**config.mk**
```make
export PLATFORM = sky130hd
export DESIGN_NAME = ascon_aead128_host_ctrl
export DESIGN_NICKNAME = d
export VERILOG_FILES = /design/src/rtl/ascon_aead128_host_ctrl.sv
export SDC_FILE = /design/constraint.sdc
export NUM_CORES = 1
export LEC_CHECK = 0
export CAP_MARGIN = 20
export CORE_AREA = 2 2 567 569
export CTS_BUF_LIST = sky130_fd_sc_hd__clkbuf_4 sky130_fd_sc_hd__clkbuf_8
export DETAILED_ROUTE_END_ITERATION = 7
export DIE_AREA = 0 0 569 571
export HOLD_SLACK_MARGIN = 0.1
export PLACE_DENSITY = 0.3
export REMOVE_ABC_BUFFERS = 1
export SLEW_MARGIN = 20
export SYNTH_ARGS = -nofsm -noshare
export SYNTH_HDL_FRONTEND = slang
export SYNTH_SLANG_ARGS = --single-unit
```
**constraint.sdc**
```tcl
create_clock -name clk -period 5 [get_ports clk]
set_input_delay 1.25 -clock clk [delete_from_list [all_inputs] [get_ports clk]]
set_output_delay 1.25 -clock clk [all_outputs]
set_load 0.02 [all_outputs]
```
**src/rtl/ascon_aead128_host_ctrl.sv**
```systemverilog
// Host-side sequencer for ascon_aead128_core: takes one AEAD job descriptor, streams AD/data
// blocks into the core, buffers output blocks and checks the decryption tag.
module ascon_aead128_host_ctrl #(
    parameter int unsigned CNT_W = 8
) (
    input  logic             clk,
    input  logic             rst_n,
    input  logic             job_valid,
    output logic             job_ready,
    input  logic             job_op_mode,
    input  logic [127:0]     job_key,
    input  logic [127:0]     job_nonce,
    input  logic [127:0]     job_tag,
    input  logic [CNT_W-1:0] job_n_ad,
    input  logic [CNT_W-1:0] job_n_db,
    input  logic             in_valid,
    output logic             in_ready,
    input  logic [127:0]     in_data,
    output logic             core_start,
    output logic             core_op_mode,
    output logic             core_valid_ad,
    output logic             core_valid_db_in,
    output logic [127:0]     core_ad,
    output logic [127:0]     core_db,
    output logic [127:0]     core_key,
    output logic [127:0]     core_nonce,
    input  logic             core_ready,
    input  logic             core_valid_db_out,
    input  logic             core_valid_tag,
    input  logic [127:0]     core_dout,
    output logic             out_valid,
    input  logic             out_ready,
    output logic [127:0]     out_data,
    output logic             done,
    output logic [127:0]     tag_data,
    output logic             auth_ok
);

    typedef enum logic [2:0] {IDLE, AD, DB, WAIT_OUT, WAIT_TAG} state_t;

    localparam logic [CNT_W-1:0] ONE = CNT_W'(1);

    state_t           state_q, state_d;
    logic             op_mode_q;
    logic [127:0]     key_q, nonce_q, tag_q;
    logic [CNT_W-1:0] n_ad_q, n_db_q, ad_cnt_q, db_cnt_q;
    logic             buf_valid_q;
    logic [127:0]     buf_data_q, tag_data_q;
    logic             auth_ok_q, done_q;
    logic             accept, ad_xfer, db_xfer, last_db, last_ad, db_out_ev, tag_ev;

    assign accept    = (state_q == IDLE) && job_valid;
    assign last_ad   = (ad_cnt_q == n_ad_q - ONE);
    assign last_db   = (db_cnt_q == n_db_q - ONE);
    assign ad_xfer   = (state_q == AD) && in_valid && core_ready;
    // DB stalls while the output buffer is still occupied so it is never overwritten
    assign db_xfer   = (state_q == DB) && in_valid && core_ready && !buf_valid_q;
    assign db_out_ev = (state_q == WAIT_OUT) && core_valid_db_out;
    assign tag_ev    = (state_q == WAIT_TAG) && core_valid_tag;

    always_comb begin
        state_d          = state_q;
        job_ready        = 1'b0;
        in_ready         = 1'b0;
        core_start       = 1'b0;
        core_valid_ad    = 1'b0;
        core_valid_db_in = 1'b0;
        core_ad          = '0;
        core_db          = '0;
        case (state_q)
            IDLE: begin
                job_ready = 1'b1;
                if (job_valid) state_d = (job_n_ad != '0) ? AD : DB;
            end
            AD: begin
                core_start    = 1'b1;
                core_ad       = in_data;
                core_db       = in_data;
                core_valid_ad = in_valid;
                in_ready      = core_ready;
                if (ad_xfer && last_ad) state_d = DB;
            end
            DB: begin
                core_start       = !last_db;
                core_ad          = in_data;
                core_db          = in_data;
                core_valid_db_in = in_valid && !buf_valid_q;
                in_ready         = core_ready && !buf_valid_q;
                if (db_xfer) state_d = WAIT_OUT;
            end
            WAIT_OUT: begin
                if (core_valid_db_out) state_d = last_db ? WAIT_TAG : DB;
            end
            WAIT_TAG: begin
                if (core_valid_tag) state_d = IDLE;
            end
            default: state_d = IDLE;
        endcase
    end

    always_ff @(posedge clk or negedge rst_n) begin
        if (!rst_n) begin
            state_q     <= IDLE;
            op_mode_q   <= 1'b0;
            key_q       <= '0;
            nonce_q     <= '0;
            tag_q       <= '0;
            n_ad_q      <= '0;
            n_db_q      <= '0;
            ad_cnt_q    <= '0;
            db_cnt_q    <= '0;
            buf_valid_q <= 1'b0;
            buf_data_q  <= '0;
            tag_data_q  <= '0;
            auth_ok_q   <= 1'b0;
            done_q      <= 1'b0;
        end else begin
            state_q <= state_d;
            done_q  <= 1'b0;
            if (accept) begin
                op_mode_q  <= job_op_mode;
                key_q      <= job_key;
                nonce_q    <= job_nonce;
                tag_q      <= job_tag;
                n_ad_q     <= job_n_ad;
                n_db_q     <= (job_n_db == '0) ? ONE : job_n_db;
                ad_cnt_q   <= '0;
                db_cnt_q   <= '0;
                tag_data_q <= '0;
                auth_ok_q  <= 1'b0;
            end
            if (ad_xfer) ad_cnt_q <= ad_cnt_q + ONE;
            if (db_out_ev) begin
                buf_valid_q <= 1'b1;
                buf_data_q  <= core_dout;
                db_cnt_q    <= db_cnt_q + ONE;
            end else if (buf_valid_q && out_ready) begin
                buf_valid_q <= 1'b0;
            end
            if (tag_ev) begin
                tag_data_q <= core_dout;
                auth_ok_q  <= op_mode_q ? (core_dout == tag_q) : 1'b1;
                done_q     <= 1'b1;
            end
        end
    end

    assign core_op_mode = op_mode_q;
    assign core_key     = key_q;
    assign core_nonce   = nonce_q;
    assign out_valid    = buf_valid_q;
    assign out_data     = buf_data_q;
    assign done         = done_q;
    assign tag_data     = tag_data_q;
    assign auth_ok      = auth_ok_q;

endmodule

```
=== Word-level counts from Yosys, hierarchy flattened ===
Index checks and enable logic that the tools add are counted.
Widths: inputs -> output; s select.

* Add/sub/neg operators: 4
* Equality and inequality tests: 12
* Reductions and logical operators: 23
* Muxes and demuxes: 26

{| class="wikitable"
|+ Operators by type and width
! kind !! count
|-
| $mux 128 || 3
|-
| $eq 128x128->1 || 1
|-
| $mux 8 || 4
|-
| $mux 3 || 6
|-
| $add 8x1->8 const B || 2
|-
| $eq 8x8->1 || 2
|-
| $sub 8x1->8 const B || 2
|-
| $pmux 3 s5 || 1
|-
| $logic_and 1x1->1 || 12
|-
| $mux 1 || 9
|-
| $logic_not 8->1 || 1
|-
| $ne 2x2->1 const B || 4
|-
| $reduce_bool 2->1 || 4
|-
| $reduce_bool 8->1 || 1
|-
| $eq 3x2->1 const B || 2
|-
| $reduce_and 5->1 || 1
|-
| $pmux 1 s2 || 2
|-
| $eq 3x1->1 const B || 1
|-
| $eq 3x3->1 const B || 1
|-
| $logic_not 3->1 || 1
|-
| $logic_not 1->1 || 2
|-
| $mux 2 || 1
|-
| $ne 2x1->1 const B || 1
|-
| $reduce_or 2->1 || 1
|}

* Output and inout port bits: 777
* Register bits after elaboration: 679

=== Longest topological paths before layout ===
* Depth after elaboration: 6
* Mapped depth: 8
* Depth with buffers taken out: 8

=== Worst setup path after synthesis ===
OpenSTA, ideal clock, no wires.

* Kind: register -> output
* From: reg n_db_q[0]
* To: out core_start
* Path slack: 1,964 ps
* Path buffers: 0
* Cell stages (with the launch flop): 7
* Arrival: 1,786 ps
* Path through: dfrtp_1 > nor3_1 > nor4bb_1 > o21ai_0 > a221o_1 > or2_2 > o21a_1

* Longest elaborated chain between the ends: 4

{| class="wikitable"
|+ Ends and longest elaborated chain
! what !! line !! source
|-
| from (decl) || 46 || <nowiki>logic [CNT_W-1:0] n_ad_q, n_db_q, ad_cnt_q, db_cnt_q;</nowiki>
|-
| from (signal assigned) || 126 || <nowiki>n_db_q <= (job_n_db == '0) ? ONE : job_n_db;</nowiki>
|-
| $sub 8x1->8 || 54 || <nowiki>assign last_db = (db_cnt_q == n_db_q - ONE);</nowiki>
|-
| $eq 8x8->1 || 54 ||
|-
| $logic_not 1->1 || 84 || <nowiki>core_start = !last_db;</nowiki>
|-
| $pmux 1 s2 || 70 || <nowiki>case (state_q)</nowiki>
|-
| to (decl) || 19 || <nowiki>output logic core_start,</nowiki>
|}

Every way passes these cells.

=== Worst setup path after layout ===
* From: reg state_q[0]
* To: out core_ad[43]

* Longest elaborated chain between the ends: 3

{| class="wikitable"
|+ Ends and longest elaborated chain
! what !! line !! source
|-
| from (decl) || 43 || <nowiki>state_t state_q, state_d;</nowiki>
|-
| from (signal assigned) || 118 || <nowiki>state_q <= state_d;</nowiki>
|-
| $eq 3x1->1 / $eq 3x2->1 (equally long branches) || 70 ||
|-
| $reduce_or 2->1 (no line) * || - ||
|-
| $mux 128 * || 70 ||
|-
| to (decl) || 23 || <nowiki>output logic [127:0] core_ad,</nowiki>
|}

Every way passes the cells marked *; elsewhere a longest branch is shown, timed or not.

==> impl_metrics.yaml <==
sta:
  slew_headroom: 0.404
  hold_viol_final: 0
  finalCritPeriodShare: 0.945
  slew_viol_final: 0
  hold_slack_ns: 0.435
  setup_tns_ns: 0
  period_minus_slack_ns: 4.72
  finalWorstSetupSlack_ns: 0.276
  max_freq_ghz: 0.212
  skew_ns: 0.0495
  finalSetupViolations: 0
  tightest_slew_ns: 0.894
  rsz0062_at_grt: "no"
floorplan:
  dieHeight_um: 571
  start_util: 0.0907
  core-area_um2: 319000
  die_x_um: 569
  ioPinCount: 1442
  die_area_um2: 325000
  rows: 208
clock_network:
  cts_tree: "done"
  cts_buffer_depth: 4
  postCtsSetupRepairBufs: 0
  clk_pin_slew_ns: 0.06
  cts_max_level: 4
  clk_latency_ns: 0.91
  cts_sinks: 679
  cts_root_buf: "clkbuf_8"
  cts_buffers: 158
global_route:
  grt_util_all_layers: 0.117
  grt_pass1_vias: 29200
  antenna_found_initial: 58
  grt-ovfl-total: 0
  grt_max_degree: 105
  grt_pass1_wl_mm: 263
synth:
  yosysMostFrequentCell: "nand2_1"
  ys_ff_latch: 679
  yosysUniqueCellTypes: 47
  syn_area_um2: 29000
  synth_edf_count: 0
  ys.warnings.count: 0
  syn_area_per_cell_um2: 9.15
  yosysTopAreaCellShare: 0.587
  async_flop_share: 1.00
  synth_common_cells: "nand2_1, dfrtp_1, clkbuf_1"
  synth_seq_area_share: 0.587
  synthFlopType: "dfrtp_1"
  yosys-top-cells-area: "dfrtp_1, nand2_1, a22o_1"
  yosys.area.top_type: "dfrtp_1"
  synthesis.instances: 3165
route:
  via_per_inst: 3.10
  wl_met3_mm: 18.4
  met2WireLength_mm: 103
  drcViolationCount: 0
  wl_mm: 198
  drt_first_pass_iters: 5
  drtAntennaViolNets: 0
  wl_per_cell_um: 22.2
  met1Wirelength_mm: 70.8
  vias: 27500
  drtIter0Drc: 1280
  top_layer_used: "met5"
setup_path:
  cp-end-kind: "primary output"
  cp_max_fo: 98
  cp.required_ns: 3.75
  worstSetupStartpointType: "flop"
  crit_arrival_ns: 3.47
  worstSetupPathType: "flop to primary output"
  r2r_cells: 6
final_layout:
  drive_gt1_frac: 0.0816
  syn_to_final_growth_pct: 77.6
  utilization: 0.161
  fin_nets: 5216
power:
  p_sw_frac: 0.409
  power_mw: 29.7
  p_switching_mw: 12.2
  vdd_drop_max_mv: 0.245
  p_int_mw: 17.6
  p_comb_frac: 0.453
  power_frac_clock: 0.245
  power_leakage_nw: 22.6
  pwr_density_cell_nw_per_um2: 578
  p_seq_frac: 0.302
outcome:
  status: "complete, no violations"
placement:
  post-place-ws_ns: 0.422
  hpwlAfterDp_mm: 156
  place_congestion: 0.831
  port_buffers: 1441
flow_run:
  max_cap_viol_count: 0
min_path:
  hold_class: "input port to asynchronous set/reset pin"
==> metal layers <==
| metal | vias up | GRT usage |
|---|---|---|
| met5 | - | 0 |
| met4 | 20 | 0.0341 |
| met3 | 284 | 0.0474 |
| met2 | 1202 | 0.217 |
| met1 | 13400 | 0.120 |
| li1 | 12700 | - |
==> worst paths after layout <==
path                              from     endpoint  slack, ns
max                         state_q[0]  core_ad[43]       0.28
min                              rst_n     tag_q[6]       0.43
max reg2reg                 state_q[2]    tag_q[78]       2.21
min reg2reg                out_data[8]  out_data[8]       0.47
max in group asynchronous        rst_n  tag_data[2]       3.31
min in group clk           out_data[8]  out_data[8]       0.47
==> timing repair <==
| item | CTS | global route |
|---|---|---|
| hold buffers | 0 | 0 |
| gates resized for setup | 0 | 4 |
| endpoints found under the setup margin | 0 | 4 |
==> power groups by stage <==
stage	registers, mW	logic (mW)	clock network (mW)
detailed placement	9.07	13.8	0
floorplan	10.6	4.10	0
global placement	9.04	13.9	0
global route	9.29	14.5	7.97
finish	8.99	13.5	7.29
CTS	9.05	13.8	7.73
==> cell families after synthesis <==
logic type / share of synthesized area
and+or+nand+nor: 0.256
DFF: 0.587
buffers and inverters: 0.0578
AOI/OAI and AO/OA: 0.0545
xor gates and xnor gates: 0.0423
muxes: 0.00143
adders and majority gates: 0.00173
==> cell usage in the layout, fill, tap and decap left out, types with 3 or more instances in the layout <==
cell type        count
clkinv_2             6
nand2_1           1579
clkdlybuf4s50_1   1440
bufinv_16            4
buf_12              18
a211oi_1             3
nor4_1              19
buf_4               57
nand3_1             18
xor2_1              68
diode_2             10
and3_1               5
mux2i_1              3
inv_1               20
clkinvlp_4           5
dfrtp_1            677
clkbuf_8           200
xnor2_1             70
ha_1                 4
nor2_1              14
a22o_1             131
nor2b_1              4
and2_1             132
o22ai_1              4
clkbuf_4            61
o21ai_0             36
nor4_2               4
a21oi_1              3
o31ai_1              3
o21a_1               3
nand4_1             22
nor3_1               9
==> critical path: stages, from the launching register on <==
cell	delay [ns]
dfrtp_2	0.49
xnor2_1	0.19
nor2_4	0.24
clkbuf_16	0.38
buf_4	0.26
and2_1	0.31
clkdlybuf4s50_1	0.66
==> sequential cells by signal, summed over array words and instances, names as in the netlist <==
| register | cells |
|---|---|
| ad_cnt_q | 8 |
| auth_ok | 1 |
| core_key | 128 |
| core_nonce | 128 |
| core_op_mode | 1 |
| db_cnt_q | 8 |
| done | 1 |
| n_ad_q | 8 |
| n_db_q | 8 |
| out_data | 128 |
| out_valid | 1 |
| state_q | 3 |
| tag_data | 128 |
| tag_q | 128 |
==> final cells by class <==
cell class                      count  area, µm²
Sequential cell                   679      17000
Clock buffer                      261       3210
Multi-Input combinational cell   2171      10400
Inverter                           20       75.1
Fill cell                       35800     268000
Clock inverter                     21        260
Tap cell                         4200       5260
Antenna cell                       10       25.0
Timing Repair Buffer             1517      15200
==> stage by stage <==
| stage | instances | cell area, µm² |
|---|---|---|
| 6_report | 8879 | 51400 |
| 5_1_grt | 8878 | 51400 |
| 4_1_cts | 8869 | 51400 |
| 3_5_place_dp | 8587 | 47900 |
| 3_3_place_gp | 8587 | 47900 |
| 2_1_floorplan | 2870 | 27400 |
Note: power is estimated with default switching activity, not from simulation.
